`config.mk`:
```
export PLATFORM = sky130hd
export DESIGN_NAME = nibble_serial_adder_ctrl
export DESIGN_NICKNAME = d
export VERILOG_FILES = /design/src/rtl/nibble_serial_adder_ctrl.sv
export SDC_FILE = /design/constraint.sdc
export NUM_CORES = 1
export LEC_CHECK = 0
export BUFFER_PORTS_ARGS = -buffer_cell sky130_fd_sc_hd__buf_2
export CORE_ASPECT_RATIO = 1.4
export CORE_UTILIZATION = 62
export CTS_BUF_LIST = sky130_fd_sc_hd__clkbuf_8
export CTS_CLUSTER_SIZE = 10
export DETAILED_ROUTE_END_ITERATION = 8
export PLACE_DENSITY = 0.9
export SLEW_MARGIN = 40
export SYNTH_ARGS = -nofsm -noshare
export SYNTH_HDL_FRONTEND = slang
export SYNTH_SLANG_ARGS = --single-unit
```
`constraint.sdc`:
```
create_clock -name clk -period 8.2 [get_ports clk]
set_clock_uncertainty 0.1 [all_clocks]
set_input_delay 0.82 -clock clk [delete_from_list [all_inputs] [get_ports clk]]
set_output_delay 0.82 -clock clk [all_outputs]
set_load 0.02 [all_outputs]
```
`src/rtl/nibble_serial_adder_ctrl.sv`:
```
//==============================================================================
// Module      : nibble_serial_adder_ctrl
// Description : W-bit add/subtract sequenced through one 4-bit ripple slice,
//               one nibble per clock, LSB first. Optional macro:
//               NIBBLE_ADDER_SUB_EN enables the sub_i (a - b) path.
// Revision    : 1.0 - initial release
//==============================================================================
`default_nettype none

module nibble_serial_adder_ctrl #(
    parameter int NIBBLES = 4
) (
    input  logic                   clk,
    input  logic                   rst,
    input  logic                   start_i,
    input  logic [4*NIBBLES-1:0]   a_i,
    input  logic [4*NIBBLES-1:0]   b_i,
    input  logic                   cin_i,
    input  logic                   sub_i,
    output logic                   ready_o,
    output logic                   busy_o,
    output logic                   done_o,
    output logic [4*NIBBLES-1:0]   sum_o,
    output logic                   cout_o,
    output logic                   ovf_o
);

    localparam int W    = 4 * NIBBLES;
    localparam int IDXW = (NIBBLES > 1) ? $clog2(NIBBLES) : 1;

    typedef enum logic [1:0] {
        S_IDLE = 2'd0,
        S_RUN  = 2'd1,
        S_DONE = 2'd2
    } state_t;

    state_t            state_q;
    logic [W-1:0]      a_q;
    logic [W-1:0]      b_q;
    logic [W-1:0]      res_q;
    logic [W-1:0]      sum_q;
    logic [IDXW-1:0]   idx_q;
    logic              carry_q;
    logic              cout_q;
    logic              ovf_q;
    logic              done_q;

    logic [W-1:0]      w_b_in;
    logic              w_cin_in;
    logic [3:0]        w_a_nib;
    logic [3:0]        w_b_nib;
    logic [4:0]        w_slice;
    logic [W-1:0]      w_res_d;
    logic              w_last;

`ifdef NIBBLE_ADDER_SUB_EN
    // Subtraction as a + ~b + 1; cout then reads as "no borrow".
    assign w_b_in   = sub_i ? ~b_i : b_i;
    assign w_cin_in = sub_i ? 1'b1 : cin_i;
`else
    logic w_unused_sub;
    assign w_unused_sub = sub_i;
    assign w_b_in       = b_i;
    assign w_cin_in     = cin_i;
`endif

    assign w_a_nib = a_q[{idx_q, 2'b00} +: 4];
    assign w_b_nib = b_q[{idx_q, 2'b00} +: 4];
    assign w_slice = {1'b0, w_a_nib} + {1'b0, w_b_nib} + {4'b0000, carry_q};
    assign w_last  = (idx_q == IDXW'(NIBBLES - 1));

    always_comb begin
        w_res_d = res_q;
        w_res_d[{idx_q, 2'b00} +: 4] = w_slice[3:0];
    end

    always_ff @(posedge clk) begin
        if (rst) begin
            state_q <= S_IDLE;
            a_q     <= '0;
            b_q     <= '0;
            res_q   <= '0;
            sum_q   <= '0;
            idx_q   <= '0;
            carry_q <= 1'b0;
            cout_q  <= 1'b0;
            ovf_q   <= 1'b0;
            done_q  <= 1'b0;
        end else begin
            case (state_q)
                S_IDLE: begin
                    if (start_i) begin
                        a_q     <= a_i;
                        b_q     <= w_b_in;
                        carry_q <= w_cin_in;
                        idx_q   <= '0;
                        res_q   <= '0;
                        state_q <= S_RUN;
                    end
                end
                S_RUN: begin
                    res_q   <= w_res_d;
                    carry_q <= w_slice[4];
                    idx_q   <= idx_q + IDXW'(1);
                    if (w_last) begin
                        sum_q   <= w_res_d;
                        cout_q  <= w_slice[4];
                        ovf_q   <= (a_q[W-1] == b_q[W-1]) && (w_slice[3] != a_q[W-1]);
                        done_q  <= 1'b1;
                        idx_q   <= '0;
                        state_q <= S_DONE;
                    end
                end
                S_DONE: begin
                    done_q  <= 1'b0;
                    state_q <= S_IDLE;
                end
                default: begin
                    done_q  <= 1'b0;
                    state_q <= S_IDLE;
                end
            endcase
        end
    end

    assign ready_o = (state_q == S_IDLE);
    assign busy_o  = ~ready_o;
    assign done_o  = done_q;
    assign sum_o   = sum_q;
    assign cout_o  = cout_q;
    assign ovf_o   = ovf_q;

endmodule

`default_nettype wire

```
=== Yosys cells after proc, flatten, opt, wreduce, memory -nomap -nowiden ===
Cells that the tools add are included.

* Flip-flop bits (word level): 72
* Logic and storage cells: 46
* Input bits: 37
* Output and inout bits: 21

* Equal/unequal tests: 6
* Reduce and logical (&&, ||, !) cells: 8
* Shift-type cells: 4
* Add/subtract/negate cells: 4
* Bitwise logic cells: 1
* Multiplexer cells: 13

{| class="wikitable"
|+ Operators by type and width
! operator !! count
|-
| one-hot mux 16 bit (2 select lines) || 1
|-
| indexed part select 16 x 5 -> 4 bit || 2
|-
| bitwise mux 16 bit || 1
|-
| 2-to-1 mux 16 bit || 1
|-
| variable shift 4 x 6 -> 16 bit (first input constant) || 1
|-
| indexed part select 4 x 6 -> 16 bit || 1
|-
| AND reduction 2 bit || 5
|-
| 2-to-1 mux 2 bit || 4
|-
| one-hot mux 2 bit (2 select lines) || 2
|-
| negator 4 -> 6 bit || 1
|-
| adder 4 x 4 -> 5 bit || 1
|-
| adder 5 x 1 -> 5 bit || 1
|-
| inequality test 2 bit (second input constant) || 2
|-
| one-hot mux 1 bit (2 select lines) || 2
|-
| adder 2 x 1 -> 2 bit (second input constant) || 1
|-
| == test 2 x 1 -> 1 bit (second input constant) || 1
|-
| == test 2 bit (second input constant) || 1
|-
| zero test 2 bit || 1
|-
| 2-to-1 mux 1 bit || 2
|-
| nonzero test 2 bit || 1
|-
| == test 1 bit || 1
|-
| logical AND 1 bit || 1
|-
| inequality test 1 bit || 1
|-
| NOT 1 bit || 1
|}

=== Longest topological paths before layout ===
* Depth in word-level cells: 6
* Gate-level depth with buffers: 10
* Depth with buffers taken out: 8

=== Worst setup path after synthesis ===
OpenSTA, ideal clock, no wires.

* Path kind: register to register
* From: reg idx_q[0]
* To: reg res_q[5]
* Cell stages (with the launch flop): 11
* Setup slack: 5262 ps
* Data arrival time: 2773 ps
* Path buffers: 2
* Period minus slack after synthesis: 2938 ps
* Data required time: 8034 ps
* Setup time: 66 ps
* Cells stage by stage: dfxtp_1 buf_6 buf_2 mux4_2 fa_1 inv_1 fa_1 nor2_1 a41oi_1 o22ai_1 nor2b_1

* Longest elaborated chain between the ends: 6
* Elaborated cells between the ends (all ways): 9
* Those cells by class: 3 x add/sub; 4 x shift; 2 x mux

{| class="wikitable"
|+ RTL lines
! what !! RTL line !! text
|-
| start: declaration || 42 || <nowiki>logic [IDXW-1:0] idx_q;</nowiki>
|-
| start signal: assignment || 104 || <nowiki>idx_q <= idx_q + IDXW'(1);</nowiki>
|-
| indexed part select 16 x 5 -> 4 bit, on equally long branches || 67, 68 ||
|-
| adder 4 x 4 -> 5 bit || 69 || <nowiki>assign w_slice = {1'b0, w_a_nib} + {1'b0, w_b_nib} + {4'b0000, carry_q};</nowiki>
|-
| adder 5 x 1 -> 5 bit || 69 ||
|-
| indexed part select 4 x 6 -> 16 bit || 74 || <nowiki>w_res_d[{idx_q, 2'b00} +: 4] = w_slice[3:0];</nowiki>
|-
| bitwise mux 16 bit (*) || 74 ||
|-
| one-hot mux 16 bit (2 select lines) (*) || 90 || <nowiki>case (state_q)</nowiki>
|-
| end signal: assignment || 102 || <nowiki>res_q <= w_res_d;</nowiki>
|-
| end: declaration || 40 || <nowiki>logic [W-1:0] res_q;</nowiki>
|}

Mark *: on every way between the ends. The rest lies on a longest branch, timed or not.
A chain may end at the register's enable or synchronous reset.

=== Worst setup path in the final report ===
Same ends and word-level chain as after synthesis.

==> results.ini <==
[outcome]
status = finished with violations
violations = DRC

[sta]
setup_violations = 0
finalHoldViolCount = 0
grt_setup_unrepaired = no
min_period_over_period_pct = 38.96
fin_ws_ns = 5.006
timing.fmax_mhz = 313.0
fin_crit_ns = 3.194
worst_slew_pin_slew_ns = 0.7469
holdWs_ns = 0.3535
fin_tns_setup_ns = 0
relSlewSlack_pct = 50.11
drv_slew = 0

[logic_synthesis]
synth_edf_count = 0
syn_area_per_cell_um2 = 8.440
synth_xor_area_share_pct = 0.2641
ys_warn_count = 0
muxShareOfSynthArea_pct = 5.432
yosysSeqAreaShare_pct = 43.46
synth-seq-cells = 72
synth_compound_area_share_pct = 18.86
synth_ff_type = dfxtp_1
syn_nets = 441
synth.distinct_cells = 41
synthCells = 393
synth-async-reset-ratio_pct = 0
yosys.area_share.simple_pct = 22.03
synth_top_family_by_area = simple AND/OR/NAND/NOR gates
syn-cell-area_um2 = 3317
synthAdderAreaFrac_pct = 4.602

[final_layout]
final_core_util_pct = 72.69
regArea_um2 = 1443
multi_input_area_um2 = 1702
nFillCells = 391
layout-drive-gt1-share_pct = 20.50
areaGrowthSynthToFinish_pct = 13.05
final_cells = 505
layout_commonest_cell = nand2_1
antenna_cells = 0
layout.nets = 483
mostFrequentLayoutCells = nand2_1 (85), dfxtp_1 (71), buf_2 (56)
finalInstanceArea_um2 = 3750

[critical_path]
crit_family = adder cells
cp-end-kind = flop
crit_slowest_cell = dfxtp_2
worst-path-max-fanout = 20
critPathKind = reg -> reg
slowest_delay_ns = 0.65
cp-start-kind = flop
crit_buf_inv = 1
critPathMostFrequentCell = fa_1
reg2reg_slack_ns = 5.01
crit_required_ns = 8.38
cp_cell_sequence = mux4_2 > fa_1 > inv_1 > fa_1 > nor2_1 > a41oi_1 > o22ai_1 > nor2b_1
cp.arrival_ns = 3.37

[power_and_ir_drop]
pwr_density_cell_nw_per_um2 = 194.4
ir_worst_vdd_mv = 0.1281
power.total_mw = 0.7289
p_leak_nw = 1.460

[grt]
grt_pass1_vias = 2710
grt_max_degree = 73
track_usage_pct = 27.74
antenna_found_initial = 0
grt_pass1_wl_um = 11920
overflow = 0

[clock_network]
cts_resized = 0
clk_pin_slew_worst_paths_ns = 0.07
holdBufCountCts = 0
cts_htree_levels = 3
clkLatencyLatePin_ns = 0.35
tritoncts.num_buffers = 9
root_buffer = clkbuf_8
cts.sinks = 72
cts_setup_buffers = 0
tritoncts = yes
clockBufferDepth = 2

[run]
maxCapViolCount = 0

[place]
dpl-instance-area_um2 = 3563
placed_cells = 490
port_buffers = 56
pre_cts_slack_ns = 5.049
routabilityCongestion = 0.9056
hpwl_um = 4927

[floorplan]
core_um2 = 5159
dieWidth_um = 63.82
pin_count = 58
dieArea_um2 = 5651
die_h_um = 88.55
row_count = 31
initial_core_util_pct = 64.30

[detailed_routing]
routedWlPerCell_um = 14.16
via_per_inst = 5.723
vias = 2890
first_pass_iters = 7
drc = 2
drtIter0Drc = 161
drtAntennaViolNets = 0
totalWireLength_um = 7153

[min_path]
min_path_type = reg -> reg

[path summary, 6_finish.rpt]
kind,endpoint,cells past startpoint,start
setup / recovery,res_q[5]$_SDFFE_PP0P_,8,idx_q[0]$_SDFFE_PP0P_
hold / removal,a_q[8]$_SDFFE_PP0P_,2,a_q[8]$_SDFFE_PP0P_
setup reg to reg,res_q[5]$_SDFFE_PP0P_,8,idx_q[0]$_SDFFE_PP0P_
hold reg to reg,a_q[8]$_SDFFE_PP0P_,2,a_q[8]$_SDFFE_PP0P_
[cell families (layout without fill, tap and decap cells)]
family / after synthesis / after routing
AO/OA/AOI/OAI: 103 / 103
XOR/XNOR: 1 / 1
adder cells (fa/ha/maj): 11 / 11
buffers and inverters: 38 / 84
flip-flops: 72 / 72
multiplexers: 8 / 8
AND/OR/NAND/NOR: 160 / 160
[worst reg2reg max path, cell delays in order, from the launching register on]
cell	delay, ns
dfxtp_2	0.65
mux4_2	0.61
fa_1	0.44
inv_1	0.10
fa_1	0.44
nor2_1	0.24
a41oi_1	0.20
o22ai_1	0.20
nor2b_1	0.14
[Yosys cell counts, drive strengths merged, types with 3 or more instances]
cell | number | share of area [%]
o21ai | 9 | 1.4
nand3 | 9 | 1.5
a21oi | 55 | 8.4
clkbuf | 10 | 1.1
nor3 | 9 | 1.4
nor2b | 19 | 3.6
nor2 | 22 | 2.5
dfxtp | 72 | 43
a221oi | 4 | 1.1
nand2 | 86 | 9.7
a311oi | 3 | 0.98
o22ai | 6 | 1.1
a211oi | 13 | 2.9
ha | 9 | 3.4
nand2b | 5 | 0.94
buf | 17 | 3.0
mux4 | 8 | 5.4
inv | 11 | 1.2
and2 | 3 | 0.57
a31oi | 5 | 0.94
[sequential cells by signal, indices dropped and copies added (netlist names), 2 cells and up]
| name | cells |
|---|---|
| a_q | 16 |
| b_q | 16 |
| res_q | 16 |
| sum_o | 16 |
| idx_q | 2 |
| state_q | 2 |
[metal layers]
layer  global-route usage [%]  share of wire, %  vias up
met5                        0                 0        -
met4                    15.70               2.7        0
met3                    5.155               6.2       17
met2                    49.23                52      114
met1                    31.21                39     1314
li1                         -                 -     1445
[final cells by class]
| type | count | area share, % |
|---|---|---|
| flip-flops and latches | 72 | 38.47 |
| well taps | 66 | 2.202 |
| inverters | 11 | 1.101 |
| multi-input cells | 283 | 45.38 |
| repair buffers | 58 | 7.875 |
| clock inverters | 5 | 1.301 |
| clock buffers | 10 | 3.670 |
[report_power, final]
group / total [mW] / switching, mW / internal (mW)
registers: 0.372 / 0.0103 / 0.361
logic: 0.0882 / 0.0535 / 0.0347
clock network: 0.269 / 0.125 / 0.144
(Power assumes the default switching activity.)
